## config.mk

```make
export PLATFORM = sky130hd
export DESIGN_NAME = ps2_wasd_decoder
export DESIGN_NICKNAME = d
export VERILOG_FILES = /design/src/rtl/ps2_wasd_decoder.sv
export SDC_FILE = /design/constraint.sdc
export NUM_CORES = 1
export LEC_CHECK = 0
export ABC_AREA = 0
export CORE_MARGIN = 2
export CORE_UTILIZATION = 39
export DETAILED_ROUTE_END_ITERATION = 7
export GPL_TIMING_DRIVEN = 0
export PLACE_DENSITY = 0.58
export SETUP_SLACK_MARGIN = 0.1
export SLEW_MARGIN = 40
export SYNTH_ARGS = -nofsm -noshare
export SYNTH_HDL_FRONTEND = slang
export SYNTH_SLANG_ARGS = --single-unit
```

## constraint.sdc

```tcl
create_clock -name clk -period 2.35 [get_ports clk]
set_input_delay 0.3525 -clock clk [delete_from_list [all_inputs] [get_ports clk]]
set_output_delay 0.3525 -clock clk [all_outputs]
set_load 0.01 [all_outputs]
```

## src/rtl/ps2_wasd_decoder.sv

```systemverilog
// PS/2 set-2 keyboard receiver that turns WASD / arrow-key make and break codes
// into active-low held-key levels. It also exposes each decoded byte and a frame-error pulse.
module ps2_wasd_decoder #(
    parameter int TIMEOUT_CYCLES = 25000,
    parameter int SYNC_STAGES    = 2
) (
    input  logic       clk,
    input  logic       reset,
    input  logic       ps2_clk,
    input  logic       ps2_data,
    output logic       w,
    output logic       a,
    output logic       s,
    output logic       d,
    output logic [7:0] code,
    output logic       code_valid,
    output logic       frame_err
);

    localparam int TW = $clog2(TIMEOUT_CYCLES + 1);

    typedef enum logic [1:0] {
        S_IDLE,
        S_RECV,
        S_CHECK
    } state_t;

    logic [SYNC_STAGES-1:0] clk_sync_q;
    logic [SYNC_STAGES-1:0] data_sync_q;
    logic                   clk_prev_q;
    logic                   clk_s;
    logic                   data_s;
    logic                   fall;

    state_t     state_q, state_d;
    logic [3:0] bitcnt_q, bitcnt_d;
    logic [TW-1:0] tocnt_q, tocnt_d;
    logic [9:0] shift_q, shift_d;
    logic       brk_q, brk_d;
    logic       ext_q, ext_d;
    // Bit order in both held vectors: 0 = W/Up, 1 = A/Left, 2 = S/Down, 3 = D/Right
    logic [3:0] held_letter_q, held_letter_d;
    logic [3:0] held_arrow_q, held_arrow_d;
    logic [7:0] code_q, code_d;
    logic       code_valid_q, code_valid_d;
    logic       frame_err_q, frame_err_d;

    logic [3:0] letter_hit;
    logic [3:0] arrow_hit;
    logic       frame_ok;

    // Synchronizers idle high so that a reset does not fabricate a falling edge
    always_ff @(posedge clk) begin
        if (reset) begin
            clk_sync_q  <= '1;
            data_sync_q <= '1;
            clk_prev_q  <= 1'b1;
        end else begin
            clk_sync_q  <= {clk_sync_q[SYNC_STAGES-2:0], ps2_clk};
            data_sync_q <= {data_sync_q[SYNC_STAGES-2:0], ps2_data};
            clk_prev_q  <= clk_s;
        end
    end

    assign clk_s  = clk_sync_q[SYNC_STAGES-1];
    assign data_s = data_sync_q[SYNC_STAGES-1];
    assign fall   = clk_prev_q & ~clk_s;

    always_comb begin
        letter_hit = 4'b0000;
        case (shift_q[7:0])
            8'h1D:   letter_hit = 4'b0001;
            8'h1C:   letter_hit = 4'b0010;
            8'h1B:   letter_hit = 4'b0100;
            8'h23:   letter_hit = 4'b1000;
            default: letter_hit = 4'b0000;
        endcase
    end

    always_comb begin
        arrow_hit = 4'b0000;
        case (shift_q[7:0])
            8'h75:   arrow_hit = 4'b0001;
            8'h6B:   arrow_hit = 4'b0010;
            8'h72:   arrow_hit = 4'b0100;
            8'h74:   arrow_hit = 4'b1000;
            default: arrow_hit = 4'b0000;
        endcase
    end

    // shift_q = {stop, parity, data[7:0]}; odd parity over data and parity bit
    assign frame_ok = shift_q[9] & (^shift_q[8:0]);

    always_comb begin
        state_d       = state_q;
        bitcnt_d      = bitcnt_q;
        tocnt_d       = tocnt_q;
        shift_d       = shift_q;
        brk_d         = brk_q;
        ext_d         = ext_q;
        held_letter_d = held_letter_q;
        held_arrow_d  = held_arrow_q;
        code_d        = code_q;
        code_valid_d  = 1'b0;
        frame_err_d   = 1'b0;

        case (state_q)
            S_IDLE: begin
                if (fall) begin
                    if (!data_s) begin
                        state_d  = S_RECV;
                        bitcnt_d = 4'd1;
                        tocnt_d  = '0;
                        shift_d  = '0;
                    end else begin
                        frame_err_d = 1'b1;
                        brk_d       = 1'b0;
                        ext_d       = 1'b0;
                    end
                end
            end

            S_RECV: begin
                if (fall) begin
                    shift_d  = {data_s, shift_q[9:1]};
                    bitcnt_d = bitcnt_q + 4'd1;
                    tocnt_d  = '0;
                    if (bitcnt_q == 4'd10) begin
                        state_d = S_CHECK;
                    end
                end else if (tocnt_q == TW'(TIMEOUT_CYCLES - 1)) begin
                    state_d     = S_IDLE;
                    bitcnt_d    = '0;
                    tocnt_d     = '0;
                    frame_err_d = 1'b1;
                    brk_d       = 1'b0;
                    ext_d       = 1'b0;
                end else begin
                    tocnt_d = tocnt_q + TW'(1);
                end
            end

            S_CHECK: begin
                state_d  = S_IDLE;
                bitcnt_d = '0;
                tocnt_d  = '0;
                if (frame_ok) begin
                    code_d       = shift_q[7:0];
                    code_valid_d = 1'b1;
                    if (shift_q[7:0] == 8'hF0) begin
                        brk_d = 1'b1;
                    end else if (shift_q[7:0] == 8'hE0) begin
                        ext_d = 1'b1;
                    end else begin
                        if (ext_q) begin
                            held_arrow_d = brk_q ? (held_arrow_q & ~arrow_hit)
                                                 : (held_arrow_q | arrow_hit);
                        end else begin
                            held_letter_d = brk_q ? (held_letter_q & ~letter_hit)
                                                  : (held_letter_q | letter_hit);
                        end
                        brk_d = 1'b0;
                        ext_d = 1'b0;
                    end
                end else begin
                    frame_err_d = 1'b1;
                    brk_d       = 1'b0;
                    ext_d       = 1'b0;
                end
            end

            default: begin
                state_d = S_IDLE;
            end
        endcase
    end

    always_ff @(posedge clk) begin
        if (reset) begin
            state_q       <= S_IDLE;
            bitcnt_q      <= '0;
            tocnt_q       <= '0;
            shift_q       <= '0;
            brk_q         <= 1'b0;
            ext_q         <= 1'b0;
            held_letter_q <= '0;
            held_arrow_q  <= '0;
            code_q        <= '0;
            code_valid_q  <= 1'b0;
            frame_err_q   <= 1'b0;
        end else begin
            state_q       <= state_d;
            bitcnt_q      <= bitcnt_d;
            tocnt_q       <= tocnt_d;
            shift_q       <= shift_d;
            brk_q         <= brk_d;
            ext_q         <= ext_d;
            held_letter_q <= held_letter_d;
            held_arrow_q  <= held_arrow_d;
            code_q        <= code_d;
            code_valid_q  <= code_valid_d;
            frame_err_q   <= frame_err_d;
        end
    end

    assign w          = ~(held_letter_q[0] | held_arrow_q[0]);
    assign a          = ~(held_letter_q[1] | held_arrow_q[1]);
    assign s          = ~(held_letter_q[2] | held_arrow_q[2]);
    assign d          = ~(held_letter_q[3] | held_arrow_q[3]);
    assign code       = code_q;
    assign code_valid = code_valid_q;
    assign frame_err  = frame_err_q;

endmodule

```

==> reports/metrics.yaml <==
min_path:
  min_path_cells: 1
  hold_class: "reg -> reg"
logic_synthesis:
  synth_warnings: 0
  netlist_instances: 315
  synth_flop_cell: "dfxtp_1"
  ys_ff_latch: 56
  ys_seq_area_frac: 0.398
  avgSynthCellArea_sq_um: 8.94
  synth_cell_types: 52
  synth_edf_count: 0
  async_flop_share: 0
  syn-num-nets: 340
  synth_area_sq_um: 2820
cts:
  clk_pin_slew_ns: 0.10
  cts_buffer_depth: 2
  htree_levels: 2
  cts_root_buffer: "clkbuf_8"
  cts_made_buffers: 5
  cts.sinks: 56
  cts_tree: "built"
  clkLatencyLatePin_ns: 0.32
critical_path:
  critical_path.cell_chain: "inv_1 > ha_1 > xnor3_2 > xnor2_4 > or2_4 > or4_1 > a21oi_1"
  cp_data_required_time_ns: 2.59
  critPathKind: "reg -> reg"
  critical_path_peak_fanout: 5
  critPathBufInv: 1
  crit_family: "simple AND/OR/NAND/NOR gates"
  endpoint_kind: "flip-flop"
  critPathArrivalTime_ns: 2.42
  cp-start-kind: "flip-flop"
  cp_slowest_cell: "xnor3_2"
  slowest_delay_ns: 0.42
  reg2regPathDepth: 7
  cp.depth: 7
layout:
  fillers: 723
  fin_area_sq_um: 3320
  finalCoreUtilization: 0.481
  final_nets: 367
  layout-drive-gt1-share: 0.134
  n_antenna_cell: 0
  area_delta_synth_final_pct: 17.9
drt:
  dr.pass1.iters: 4
  antenna_left: 0
  drt-total-wl_um: 6060
  wl_per_cell_um: 13.8
  post-route-drc-count: 0
  drt-initial-drc-count: 91
  vias: 2316
  via_per_inst: 5.28
pwr:
  irDropWorstVdd_uv: 274
  net-switching-power_mw: 0.436
  clockPowerShare: 0.379
  leakage_nw: 1.18
  power.density_nw_per_um2: 540
  swShare: 0.243
  seqPwrFrac: 0.540
  combPwrFrac: 0.081
  power_mw: 1.79
  p_int_mw: 1.36
timing:
  grt_setup_unrepaired: "true"
  fin_skew_ns: 0.0157
  hold_violations: 0
  period_minus_slack_ns: 2.18
  final_max_slew_viol_count: 0
  finalSetupViolations: 0
  tightest_slew_ns: 0.647
  max_slew_margin: 0.566
  hold_slack_ns: 0.417
  setup_tns_ns: 0
  clock.fmax_mhz: 458
  fin_crit_sh: 0.928
placed_design:
  placed_cell_area_sq_um: 3100
  gp_congestion: 0.820
  hpwl_um: 4380
  port_buffers: 16
grt:
  grt_remaining_overflow: 0
  grt_pass1_vias: 2130
  met2_usage: 0.257
  grt.total_usage: 0.164
  grt_pass1_wl_um: 10200
  grt_start_max_net_pins: 18
  grt.busiest_layer: "met2"
  grt_use_met3: 0.0259
  grtUsageMet1: 0.233
  antenna_found_initial: 0
status:
  status: "finished clean"
floorplan:
  die-area_sq_um: 7920
  fp.dieH_um: 89.0
  io_pins: 18
  initial_utilization: 0.408
  row_count: 30
  dieWidth_um: 89.0
  core_sq_um: 6910
run:
  drv_cap: 0
## through the flow
stage          instances  setup WS [ns]
2_1_floorplan        315          0.106
3_3_place_gp         427        -0.0559
3_5_place_dp         427        -0.0916
4_1_cts              438          0.120
5_1_grt              439         0.0917
6_report             439          0.168
## path summary, 6_finish.rpt
| check | from | to | slack, ns |
|---|---|---|---|
| worst min-delay path | data_sync_q[0]$_SDFF_PP1_ | data_sync_q[1]$_SDFF_PP1_ | 0.42 |
| worst min register to register | data_sync_q[0]$_SDFF_PP1_ | data_sync_q[1]$_SDFF_PP1_ | 0.42 |
| worst max-delay path | shift_q[1]$_SDFFE_PP0P_ | flip-flop | 0.17 |
| worst max register to register | shift_q[1]$_SDFFE_PP0P_ | flip-flop | 0.17 |
## cells by family (layout without fill, tap and decap cells)
kind of cell	after synthesis	after routing	share of synthesized area
AOI/OAI and AO/OA	56	56	0.138
xor gates and xnor gates	14	14	0.0582
adders and majority gates	21	21	0.0933
buffers and inverters	26	54	0.0351
DFF	56	56	0.398
muxes	6	6	0.0213
and+or+nand+nor	136	136	0.256
## synthesized netlist by cell type (all sizes together) (2+ instances only)
library cell  instances  share of area
nor2b                 2         0.0044
nor4                  3          0.012
dfxtp                56           0.40
and3                  5          0.011
nand4b                2         0.0062
a2111oi               2         0.0084
nand4                12          0.027
nand3b                2         0.0053
a21oi                18          0.033
inv                  15          0.020
clkbuf                9          0.012
o21ai                 7          0.012
a211oi                2         0.0053
a221oi                2         0.0062
nor2                 37          0.049
nand2                29          0.040
buf                   2         0.0031
nand3                10          0.018
a22oi                11          0.029
xnor2                 3          0.016
and2                  3         0.0067
mux2i                 6          0.021
and4                  3         0.0093
nor3                  4         0.0071
or4                   4          0.012
nand2b                8          0.018
xor2                 10          0.034
a31oi                 5          0.011
or2                   8          0.018
o211ai                3         0.0080
ha                   21          0.093
## area by class of cell
class	instances	area (sq um)	share of cell area
plain buffers	11	45.0	0.0136
inverters	15	56.3	0.0170
repair buffers	20	194	0.0584
flip-flops and latches	56	1140	0.343
multi-input cells	233	1640	0.495
clock inverters	2	38.8	0.0117
well taps	96	120	0.0362
clock buffers	6	82.6	0.0249
## power groups by stage
stage	combinational, mW	clock [mW]	sequential, mW
3_3_place_gp	0.137	0	0.993
6_report	0.146	0.679	0.967
3_5_place_dp	0.138	0	0.994
4_1_cts	0.138	0.697	0.967
2_1_floorplan	0.101	0	0.991
5_1_grt	0.162	0.734	0.969
## cells in the final DEF, fill, tap and decap left out, drive strengths merged, types with 2 or more instances in the layout
master and count:
nand3b 2, or4 4, xnor2 3, nand4b 2
buf 7, dfxtp 56, nor3 4, nor2 37
nand2 29, mux2i 6, a21oi 18, ha 21
nor4 3, xor2 10, nor2b 2, a211oi 2
or2 8, a2111oi 2, a31oi 5, clkbuf 14
a22oi 11, o211ai 3, clkdlybuf4s50 16, and3 5
inv 15, nand2b 8, o21ai 7, and4 3
and2 3, nand4 12, a221oi 2, nand3 10
## layer usage
layer  up-vias  share of wire
li1       1172              -
met5         -              0
met2        35           0.44
met3         7          0.028
met1      1102           0.51
met4         0          0.014
## repair_timing
item	4_1_cts	5_1_grt
pin swaps	6	6
gates resized for setup	11	14
setup buffers	3	1
hold endpoints to repair	0	0
endpoints found under the setup margin	14	25
hold buffers	0	0
Note: power is estimated with default switching activity, not from simulation.
